### src/rtl/study_note_presenter_pkg.sv
// rtl/study_note_presenter_pkg.sv - mode codes, note encodings, FSM states and song table for study mode
package study_note_presenter_pkg;

  localparam logic [1:0] IDLE_MODE  = 2'b00;
  localparam logic [1:0] PLAY_MODE  = 2'b01;
  localparam logic [1:0] LEARN_MODE = 2'b10;

  localparam int         SONG_LEN_DEF   = 28;
  localparam logic [9:0] END_CODE_DEF   = 10'h000;
  localparam logic [9:0] NOTE_BLANK_DEF = 10'h3FF;

  typedef enum logic [2:0] {
    SNP_IDLE,
    SNP_FETCH,
    SNP_WAIT,
    SNP_LOAD,
    SNP_PRESENT,
    SNP_DONE
  } snp_state_t;

  // Song image: one-hot key in the low bits, pitch bits above. Word 3 ends the song;
  // words past the playable range are non-zero so a stray read would be visible.
  function automatic logic [9:0] song_word(input int addr);
    case (addr)
      0:       song_word = 10'h001;
      1:       song_word = 10'h002;
      2:       song_word = 10'h004;
      3:       song_word = END_CODE_DEF;
      default: song_word = (addr < SONG_LEN_DEF) ? (10'h100 | 10'(addr)) : 10'h200;
    endcase
  endfunction

endpackage

### src/rtl/study_song_rom.sv
// rtl/study_song_rom.sv - song ROM with one-cycle synchronous read
module study_song_rom
  import study_note_presenter_pkg::*;
#(
  parameter int IDX_W  = 7,
  parameter int NOTE_W = 10
) (
  input  logic              clk,
  input  logic [IDX_W-1:0]  addr,
  output logic [NOTE_W-1:0] data
);

  always_ff @(posedge clk) begin
    data <= NOTE_W'(song_word(int'(addr)));
  end

endmodule

### src/rtl/study_note_presenter.sv
// rtl/study_note_presenter.sv - study-mode expected-note source and key hint; STUDY_HINT_BLINK_EN blinks the hint
module study_note_presenter
  import study_note_presenter_pkg::*;
#(
  parameter int              IDX_W      = 7,
  parameter int              NOTE_W     = 10,
  parameter int              SONG_LEN   = SONG_LEN_DEF,
  parameter logic [NOTE_W-1:0] END_CODE   = NOTE_W'(END_CODE_DEF),
  parameter logic [NOTE_W-1:0] NOTE_BLANK = NOTE_W'(NOTE_BLANK_DEF),
  parameter int              BLINK_DIV  = 25_000_000
) (
  input  logic              clk,
  input  logic              rst,
  input  logic [1:0]        state,
  input  logic [IDX_W-1:0]  index,
  output logic [NOTE_W-1:0] note_expect,
  output logic              note_valid,
  output logic [NOTE_W-1:0] led_hint,
  output logic              song_done
);

  if (BLINK_DIV < 1 || SONG_LEN < 1) begin : g_param_check
    $error("study_note_presenter: BLINK_DIV and SONG_LEN must be positive");
  end

  snp_state_t        fsm;
  logic [IDX_W-1:0]  idx_q;
  logic [IDX_W-1:0]  rom_addr;
  logic [NOTE_W-1:0] rom_data;
  logic [IDX_W-1:0]  idx_m1;
  logic              blink;

  assign idx_m1 = index - IDX_W'(1);

  study_song_rom #(
    .IDX_W  (IDX_W),
    .NOTE_W (NOTE_W)
  ) u_rom (
    .clk  (clk),
    .addr (rom_addr),
    .data (rom_data)
  );

  always_ff @(posedge clk or negedge rst) begin
    if (!rst) begin
      fsm         <= SNP_IDLE;
      idx_q       <= '0;
      rom_addr    <= '0;
      note_expect <= NOTE_BLANK;
      note_valid  <= 1'b0;
      song_done   <= 1'b0;
    end else if (state != LEARN_MODE) begin
      fsm         <= SNP_IDLE;
      note_expect <= NOTE_BLANK;
      note_valid  <= 1'b0;
      song_done   <= 1'b0;
    end else begin
      case (fsm)
        SNP_IDLE: fsm <= SNP_FETCH;
        SNP_FETCH: begin
          idx_q <= index;
          // index 0 means the learner has not started; wait here with a blank output
          if (index == '0) begin
            fsm <= SNP_FETCH;
          end else if (int'(idx_m1) >= SONG_LEN) begin
            fsm       <= SNP_DONE;
            song_done <= 1'b1;
          end else begin
            rom_addr <= idx_m1;
            fsm      <= SNP_WAIT;
          end
        end
        SNP_WAIT: fsm <= SNP_LOAD;
        SNP_LOAD: begin
          if (rom_data == END_CODE) begin
            fsm       <= SNP_DONE;
            song_done <= 1'b1;
          end else begin
            note_expect <= rom_data;
            note_valid  <= 1'b1;
            fsm         <= SNP_PRESENT;
          end
        end
        SNP_PRESENT: begin
          if (index != idx_q) begin
            note_expect <= NOTE_BLANK;
            note_valid  <= 1'b0;
            fsm         <= SNP_FETCH;
          end
        end
        SNP_DONE: begin
          song_done   <= 1'b1;
          note_expect <= NOTE_BLANK;
          note_valid  <= 1'b0;
        end
        default: fsm <= SNP_IDLE;
      endcase
    end
  end

`ifdef STUDY_HINT_BLINK_EN
  localparam int CNT_W = (BLINK_DIV > 1) ? $clog2(BLINK_DIV) : 1;
  localparam logic [CNT_W-1:0] CNT_MAX = CNT_W'(BLINK_DIV - 1);

  logic [CNT_W-1:0] blink_cnt;

  // Every freshly loaded hint restarts lit so the learner sees it at once
  always_ff @(posedge clk or negedge rst) begin
    if (!rst) begin
      blink_cnt <= '0;
      blink     <= 1'b1;
    end else if (fsm == SNP_LOAD) begin
      blink_cnt <= '0;
      blink     <= 1'b1;
    end else if (fsm == SNP_PRESENT) begin
      if (blink_cnt == CNT_MAX) begin
        blink_cnt <= '0;
        blink     <= ~blink;
      end else begin
        blink_cnt <= blink_cnt + CNT_W'(1);
      end
    end
  end
`else
  assign blink = 1'b1;
`endif

  assign led_hint = note_valid ? (note_expect & {NOTE_W{blink}}) : '0;

endmodule

### config.mk
export PLATFORM = sky130hd
export DESIGN_NAME = study_note_presenter
export DESIGN_NICKNAME = d
export VERILOG_FILES = /design/src/rtl/study_note_presenter_pkg.sv /design/src/rtl/study_song_rom.sv /design/src/rtl/study_note_presenter.sv
export SDC_FILE = /design/constraint.sdc
export NUM_CORES = 1
export LEC_CHECK = 0
export CAP_MARGIN = 20
export CORE_MARGIN = 2
export CORE_UTILIZATION = 53
export CTS_BUF_LIST = sky130_fd_sc_hd__clkbuf_16
export CTS_CLUSTER_DIAMETER = 30
export DETAILED_ROUTE_END_ITERATION = 8
export HOLD_SLACK_MARGIN = 0.03
export PLACE_DENSITY_LB_ADDON = 0.08
export SETUP_SLACK_MARGIN = 0.3
export SLEW_MARGIN = 20
export SYNTH_ARGS = -nofsm -noshare
export SYNTH_HDL_FRONTEND = slang
export SYNTH_HIERARCHICAL = 1
export SYNTH_SLANG_ARGS = --single-unit
### constraint.sdc
create_clock -name clk -period 2.6 [get_ports clk]
set_input_delay 0.65 -clock clk [delete_from_list [all_inputs] [get_ports clk]]
set_output_delay 0.65 -clock clk [all_outputs]
set_load 0.005 [all_outputs]
# Word level (Yosys, flattened, before mapping)
# Cells that the tools add are included.
[word_totals]
latch_bits = 0
reg_bits = 39
mem_count = 0
input_bits = 11
rom_bits = 0
ramBits = 0
out_inout_bits = 22
[op_classes]
n_mul = 0
n_bitwise = 3
n_eq_ne = 16
div = 0
shifts = 0
reduce_logical = 11
muxes = 22
n_addsub = 1
order_cmp = 2
[op_table]
columns = ["op", "count"]
rows = [
  ["$mux 10", 5],
  ["$pmux 10 s4", 1],
  ["$pmux 10 s3", 1],
  ["$pmux 3 s6", 1],
  ["$ne 3x3->1 const B", 5],
  ["$eq 7x2->1 const B", 2],
  ["$logic_not 7->1", 2],
  ["$mux 3", 4],
  ["$logic_not 10->1", 1],
  ["$mux 1", 8],
  ["$reduce_and 4->1", 2],
  ["$reduce_bool 4->1", 2],
  ["$eq 7x1->1 const B", 1],
  ["$ge 7x5->1 const B", 1],
  ["$lt 7x5->1 const B", 1],
  ["$ne 7x7->1", 1],
  ["$sub 7x1->7 const B", 1],
  ["$eq 3x2->1 const B", 2],
  ["$eq 3x3->1 const B", 2],
  ["$pmux 1 s3", 2],
  ["$ne 2x2->1 const B", 2],
  ["$reduce_and 2->1", 2],
  ["$eq 3x1->1 const B", 1],
  ["$logic_not 3->1", 1],
  ["other kinds (2)", 4],
]

# Depth between registers and ports, before layout
# Gate-level depths: netlist of the first run.
[logic_depth]
ltp_word = 6
ltp_mapped = 7
ltp_nobuf = 7

# By module
# Netlist of the first run, hierarchy kept.
[by_module_without_submodules]
columns = ["module", "cells_each", "n_inst", "seq_area_each_um2", "area_each_um2"]
rows = [
  ["study_note_presenter", 149, 1, 738.2, 1704.1],
  ["study_song_rom", 24, 1, 180.2, 279.0],
]

# Worst setup path after synthesis of the first run
# Ideal clock, no wire load.
[synth_path]
path_type = "input port to flip-flop"
start = "input port index[0]"
end = "register rom_addr[0]"
n_path_buf = 0
setup_ns = 0.125
arrival_ns = 2.246
cell_stages = 7
t_required_ns = 2.475
setup_slack_ns = 0.229
path_cell_list = "inv_1 > ha_1 > or2b_2 > o21ai_1 > a32o_2 > nor4_4 > mux2_2"
[synth_via]
elab_chain_cells = 4
elab_cells_between_ends = 6
classes_between = "1 x add/sub; 1 x order compare; 2 x bitwise; 2 x reduce/logical"
[synth_lines]
columns = ["item", "line", "rtl"]
rows = [
  ["start: declaration", "study_note_presenter.sv:15", "input logic [IDX_W-1:0] index,"],
  ["$sub 7x1->7", "study_note_presenter.sv:33", "assign idx_m1 = index - IDX_W'(1);"],
  ["$ge 7x5->1", "study_note_presenter.sv:65", "end else if (int'(idx_m1) >= SONG_LEN) begin"],
  ["$not 1->1 (no source line)", "--", ""],
  ["$reduce_and 4->1 (no source line)", "--", ""],
  ["end signal: assignment", "study_note_presenter.sv:69", "rom_addr <= idx_m1;"],
  ["end: declaration", "study_note_presenter.sv:28", "logic [IDX_W-1:0] rom_addr;"],
]
# Parallel ways exist; a longest one is shown, timed or not.
# A chain may end at the register's enable or synchronous reset.

# Final worst setup path of the first run
[layout_path]
start = "input port index[0]"
end = "register rom_addr[4]"
[layout_via]
elab_chain_cells = 4
elab_cells_between_ends = 6
classes_between = "1 x add/sub; 1 x order compare; 2 x bitwise; 2 x reduce/logical"
[layout_lines]
columns = ["item", "line", "rtl"]
rows = [
  ["$sub 7x1->7", "study_note_presenter.sv:33", ""],
  ["named net idx_m1[0]", "study_note_presenter.sv:30", "logic [IDX_W-1:0] idx_m1;"],
  ["$ge 7x5->1", "study_note_presenter.sv:65", ""],
  ["$not 1->1 (no source line)", "--", ""],
  ["$reduce_and 4->1 (no source line)", "--", ""],
]
# The timed path passes the listed nets, and every way through them passes these cells.

==> results.json, run 1 <==
{
  "max-vdd-ir-drop_uv": 483,
  "fin_cells": 278,
  "synthXorXnorAreaFrac_pct": 3.53,
  "cts_tree": "yes",
  "drive_gt1_share_pct": 34.3,
  "drt-initial-drc-count": 65,
  "track_usage_pct": 23.1,
  "syn_inst": 173,
  "dieArea_sq_um": 4250,
  "cts_max_path_buffers": 2,
  "nets": 242,
  "cts-root-buf": "clkbuf_16",
  "hold_viol_final": 0,
  "antenna_left": 0,
  "finalMaxSlewViolations": 0,
  "antenna_found_initial": 0,
  "hold_start": "idx_q[1]",
  "syn_area_per_cell_sq_um": 11.5,
  "drt_first_pass_iters": 4,
  "cts-buffers-inserted": 5,
  "nFillCells": 259,
  "finalSetupViolations": 0,
  "synthAdderAreaFrac_pct": 1.26,
  "dp_hpwl_um": 3030,
  "multiInputGateArea_sq_um": 1070,
  "regArea_sq_um": 918,
  "outcome": "complete, no violations",
  "core_area_sq_um": 3630,
  "drcViolationCount": 0,
  "finalCritPeriodShare_pct": 85.3,
  "io_pins": 33,
  "placed_cells": 267,
  "synth_edf_count": 0,
  "synth_top_family_by_area": "simple AND/OR/NAND/NOR gates",
  "gp_congestion": 0.858,
  "holdPathEnd": "idx_q[1]",
  "period_minus_slack_ns": 2.22,
  "power_density_nw_per_um2": 675,
  "synthMuxAreaShare_pct": 13.8,
  "ys_seq_elements": 38,
  "synthSimpleGateAreaFrac_pct": 22.0,
  "rr_startpoint": "u_rom/data[4]",
  "grt_pass1_vias": 1605,
  "synthToLayoutAreaGrowth_pct": 38.1,
  "grt_pass1_wl_um": 7450,
  "port_buffers": 32,
  "critical_path_class": "in -> reg",
  "ys_seq_area_share_pct": 46.3,
  "start_util_pct": 54.6,
  "crit_arrival_ns": 2.38,
  "fp.dieW_um": 65.2,
  "maxSlewHeadroom_pct": 61.0,
  "holdPathStages": 2,
  "setup.worst_path.end_class": "flop",
  "dp_worst_setup_slack_ns": -0.304,
  "drv_cap": 0,
  "rsz0062_at_grt": "yes",
  "r2r_end": "note_valid",
  "clk_latency_ns": 0.28,
  "ff2ff_path_depth": 6,
  "totalWireLength_um": 4390,
  "wl_per_cell_um": 15.8,
  "crit_fanout": 5,
  "yosysUniqueCellTypes": 53,
  "row_count": 22,
  "numClockSinks": 38,
  "skew_ns": 0.00195,
  "power_leakage_nw": 1.19,
  "yosys_warnings": 6,
  "diodes": 0,
  "ys_async_sr_fraction_pct": 76.3,
  "die_h_um": 65.2,
  "viasPerCell": 5.33,
  "htreeDepth": 2,
  "start_kind": "input port",
  "grt_overflow": 0,
  "fin_util_pct": 75.4,
  "synth_compound_area_share_pct": 9.72,
  "rrSetupSlack_ns": 0.63,
  "setup_ws_ns": 0.383,
  "synthFlopType": "dfrtp_1",
  "cp.required_ns": 2.76,
  "vias": 1483,
  "clk_pin_slew_ns": 0.06,
  "fin_hold_ws_ns": 0.519,
  "min_path_type": "reg -> reg",
  "grt_max_degree": 30,
  "synth_area_sq_um": 1980,
  "worstMarginPinSlew_ns": 0.580,
  "fmax_ghz": 0.451
}
==> per-stage QoR <==
| step | cell area [sq um] | setup TNS, ns | total power [mW] |
|---|---|---|---|
| 3_5_place_dp | 2480 | -1.79 | 1.14 |
| 3_3_place_gp | 2480 | -0.896 | 1.12 |
| 5_1_grt | 2740 | 0 | 1.93 |
| 6_report | 2740 | 0 | 1.85 |
| 4_1_cts | 2690 | 0 | 1.85 |
| 2_1_floorplan | 1990 | 0 | 0.985 |
==> worst max-delay path by stage <==
stage / endpoint / startpoint / slack [ns] / depth (start not counted)
detailed placement: fsm[1] / index[0] / -0.30 / 8
CTS: rom_addr[2] / index[3] / 0.30 / 8
global route: rom_addr[4] / index[0] / 0.29 / 9
floorplan: rom_addr[0] / index[0] / 0.33 / 7
finish: rom_addr[4] / index[0] / 0.38 / 9
global placement: fsm[1] / index[0] / -0.19 / 8
==> cells in the final DEF, fill, tap and decap left out, types with 4 or more instances in the layout <==
| master | count |
|---|---|
| nand2_1 | 5 |
| mux2_2 | 6 |
| inv_1 | 4 |
| nand2b_1 | 14 |
| mux2_4 | 14 |
| a21oi_1 | 4 |
| nor2_1 | 6 |
| dlygate4sd2_1 | 6 |
| buf_4 | 19 |
| dfxtp_1 | 9 |
| dfrtp_1 | 19 |
| dfstp_2 | 10 |
| clkbuf_16 | 5 |
| o21ai_0 | 5 |
| xnor2_1 | 7 |
| clkdlybuf4s50_1 | 25 |
| and2_1 | 12 |
==> routing by layer <==
metal  part of all wire, %  vias up  global-route usage, %
met1                    42      711                   27.5
met4                   2.8        0                   12.0
met2                    51       37                   38.3
met5                     0        -                      0
met3                   4.0       16                   6.16
li1                      -      719                      -
==> cells in the mapped netlist (2+ instances only) <==
cell | instances | area [sq um]
a22o_1 | 2 | 17.5
mux2_2 | 10 | 113
dfstp_2 | 10 | 263
nand2b_1 | 14 | 87.6
nand2_1 | 6 | 22.5
ha_1 | 2 | 25.0
nor4_4 | 2 | 42.5
dfxtp_1 | 9 | 180
and2_1 | 12 | 75.1
mux2_4 | 10 | 150
a211oi_1 | 4 | 30.0
xnor2_1 | 7 | 61.3
nor2_1 | 6 | 22.5
a31oi_1 | 2 | 12.5
or4_4 | 3 | 33.8
nor3_1 | 2 | 10.0
o21ai_0 | 5 | 25.0
inv_1 | 6 | 22.5
a21oi_1 | 4 | 20.0
nor2b_1 | 3 | 18.8
clkbuf_1 | 2 | 7.51
o21a_1 | 2 | 15.0
dfrtp_1 | 19 | 475
buf_4 | 2 | 15.0
==> worst max-delay path: stages <==
cell,delay [ns]
dlygate4sd2_1,0.23
inv_2,0.06
ha_4,0.17
or2b_4,0.21
o21ai_1,0.06
a32o_2,0.29
nor4_4,0.22
buf_6,0.17
mux2_4,0.31
==> final cells by class <==
type,count,share of cell area (%)
multi-input cells,124,39.2
inverters,7,0.959
clock inverters,3,1.64
repair buffers,53,17.9
well taps,48,2.19
clock buffers,5,4.57
flip-flops and latches,38,33.5
==> cell families after synthesis <==
family / Yosys count
xor gates and xnor gates: 8
buffers and inverters: 13
adders and majority gates: 2
other: 1
muxes: 21
DFF: 38
AOI/OAI and AO/OA: 28
and+or+nand+nor: 62
==> flip-flops by register name, indices dropped and copies added (netlist names) <==
register / count
fsm: 3
idx_q: 7
note_expect: 10
note_valid: 1
rom_addr: 7
song_done: 1
u_rom/data: 9
==> report_power, final <==
part	total [mW]	leakage, nW	internal [mW]	switching (mW)
combinational	0.382	0.689	0.234	0.147
sequential	0.771	0.423	0.697	0.0740
clock	0.695	0.0760	0.452	0.243
total	1.85	1.19	1.38	0.465
==> repair_timing <==
action | CTS | global route
pin swaps | 6 | 6
hold buffers | 0 | 0
setup endpoints to repair | 10 | 15
setup buffers | 1 | 2
gates resized for setup | 16 | 8
No activity file was read; power rests on OpenSTA's default activity.
==> run 2: changes to the inputs <==
--- a/config.mk
+++ b/config.mk
@@ -7,7 +7,7 @@
 export LEC_CHECK = 0
 export CAP_MARGIN = 20
 export CORE_MARGIN = 2
-export CORE_UTILIZATION = 53
+export CORE_UTILIZATION = 52
 export CTS_BUF_LIST = sky130_fd_sc_hd__clkbuf_16
 export CTS_CLUSTER_DIAMETER = 30
 export DETAILED_ROUTE_END_ITERATION = 8
==> constraint.sdc (replaced) <==
create_clock -name clk -period 2.35 [get_ports clk]
set_input_delay 0.5875 -clock clk [delete_from_list [all_inputs] [get_ports clk]]
set_output_delay 0.5875 -clock clk [all_outputs]
set_load 0.005 [all_outputs]
==> results.json, run 2 (synthesized netlist as in run 1, its figures left out) <==
{
  "outcome": "complete, no violations",
  "hold_viol_final": 0,
  "track_usage_pct": 21.0,
  "startpoint": "note_expect[4]",
  "viasPerCell": 5.23,
  "grt_pass1_vias": 1469,
  "rsz0062_at_grt": "no",
  "wl_per_cell_um": 14.8,
  "max-vdd-ir-drop_uv": 449,
  "largest_reg_flops": 10,
  "clk_pin_slew_ns": 0.06,
  "rrSetupSlack_ns": 0.36,
  "dp_hpwl_um": 2900,
  "cts_max_path_buffers": 2,
  "min_path_type": "reg -> reg",
  "port_buffers": 32,
  "worstMarginPinSlew_ns": 0.631,
  "crit_arrival_ns": 1.43,
  "power_density_nw_per_um2": 692,
  "fp.dieW_um": 65.8,
  "grt_pass1_wl_um": 6920,
  "die_h_um": 65.8,
  "start_kind": "flop",
  "crit_fanout": 3,
  "fmax_ghz": 0.497,
  "cts_tree": "yes",
  "power_leakage_nw": 1.24,
  "finalMaxSlewViolations": 0,
  "placed_cells": 266,
  "synthToLayoutAreaGrowth_pct": 40.4,
  "totalWireLength_um": 4130,
  "antenna_left": 0,
  "drcViolationCount": 0,
  "gp_congestion": 0.794,
  "drt-initial-drc-count": 35,
  "grt_overflow": 0,
  "core_area_sq_um": 3660,
  "start_util_pct": 54.2,
  "drv_cap": 0,
  "finalCritPeriodShare_pct": 85.7,
  "finalSetupViolations": 0,
  "cts-root-buf": "clkbuf_16",
  "cts-buffers-inserted": 5,
  "cts_hold_buf": 0,
  "maxSlewHeadroom_pct": 57.6,
  "antenna_found_initial": 0,
  "cp.required_ns": 1.76,
  "diodes": 0,
  "numClockSinks": 38,
  "layout_common_cells": "clkdlybuf4s50_1, dfrtp_1, buf_4",
  "fin_cells": 279,
  "skew_ns": 0.00332,
  "io_pins": 33,
  "drive_gt1_share_pct": 38.5,
  "row_count": 22,
  "setup_ws_ns": 0.337,
  "endpoint": "led_hint[4]",
  "dieArea_sq_um": 4320,
  "grt_max_degree": 30,
  "rr_startpoint": "u_rom/data[4]",
  "final_common_cell": "clkdlybuf4s50_1",
  "period_minus_slack_ns": 2.01,
  "critical_path_class": "reg -> out",
  "ff2ff_path_depth": 6,
  "dp_worst_setup_slack_ns": -0.450,
  "clk_latency_ns": 0.28,
  "drt_first_pass_iters": 4,
  "top_register": "note_expect",
  "htreeDepth": 2,
  "fin_hold_ws_ns": 0.516,
  "setup.worst_path.end_class": "primary output",
  "reg_top3": "note_expect x10, u_rom/data x9",
  "nets": 243,
  "r2r_end": "note_valid",
  "vias": 1460
}
-- run 2: cell types whose count changed in the layout (fill, tap and decap cells not counted), moves of 2 or more --
cell	before	now
dlygate4sd2_1	6	4
dlymetal6s2s_1	1	3
clkbuf_2	0	3
clkdlybuf4s50_1	25	20
buf_4	19	17
buf_6	1	4
inv_2	3	1
-- run 2: how the worst min path moves through the flow --
stage / start / endpoint / slack, ns / cells past startpoint
2_1_floorplan: rst / fsm[0] / 0.29 / 0
6_report: idx_q[1] / idx_q[1] / 0.52 / 2
3_5_place_dp: idx_q[1] / idx_q[1] / 0.51 / 2
5_1_grt: idx_q[6] / idx_q[6] / 0.55 / 1
4_1_cts: idx_q[1] / idx_q[1] / 0.52 / 2
3_3_place_gp: idx_q[1] / idx_q[1] / 0.49 / 2
-- run 2: worst max-delay path: stages (launching register included) --
cell and delay [ns]:
dfstp_2 0.54, and2_1 0.12, clkdlybuf4s50_1 0.49
-- run 2: power breakdown --
part	internal [mW]	switching, mW	leakage, nW	total, mW
clock network	0.387	0.255	0.0672	0.642
logic	0.268	0.165	0.754	0.434
registers	0.772	0.0810	0.422	0.853
-- run 2: cell type report --
| cell class | count | area, sq um |
|---|---|---|
| clock buffer | 5 | 125 |
| clock inverter | 3 | 16.3 |
| fill | 252 | 876 |
| inverter | 7 | 38.8 |
| multi-input combinational | 124 | 1100 |
| sequential | 38 | 920 |
| tap | 48 | 60.1 |
| timing repair buffer | 54 | 528 |
-- run 2: what timing repair did --
action | CTS | global route
gates cloned | 1 | 0
pin swaps | 9 | 6
buffers inserted | 2 | 2
gates resized for setup | 25 | 18
endpoints found under the setup margin | 22 | 27
-- run 2: metrics by stage --
stage | utilization [%] | power, mW | area, sq um | TNS, ns
3_5_place_dp | 69.4 | 1.28 | 2540 | -5.17
2_1_floorplan | - | 1.10 | 2050 | 0
5_1_grt | 76.1 | 2.02 | 2790 | 0
4_1_cts | 75.2 | 1.95 | 2750 | 0
6_report | 76.1 | 1.93 | 2790 | 0
3_3_place_gp | 69.4 | 1.26 | 2540 | -4.44
-- run 2: metal layers --
layer | GRT usage, % | vias to the layer above | share of wire [%]
li1 | - | 720 | -
met1 | 24.8 | 701 | 41
met2 | 38.5 | 35 | 54
met3 | 4.97 | 4 | 4.0
met4 | 4.43 | 0 | 0.68
met5 | 0 | - | 0
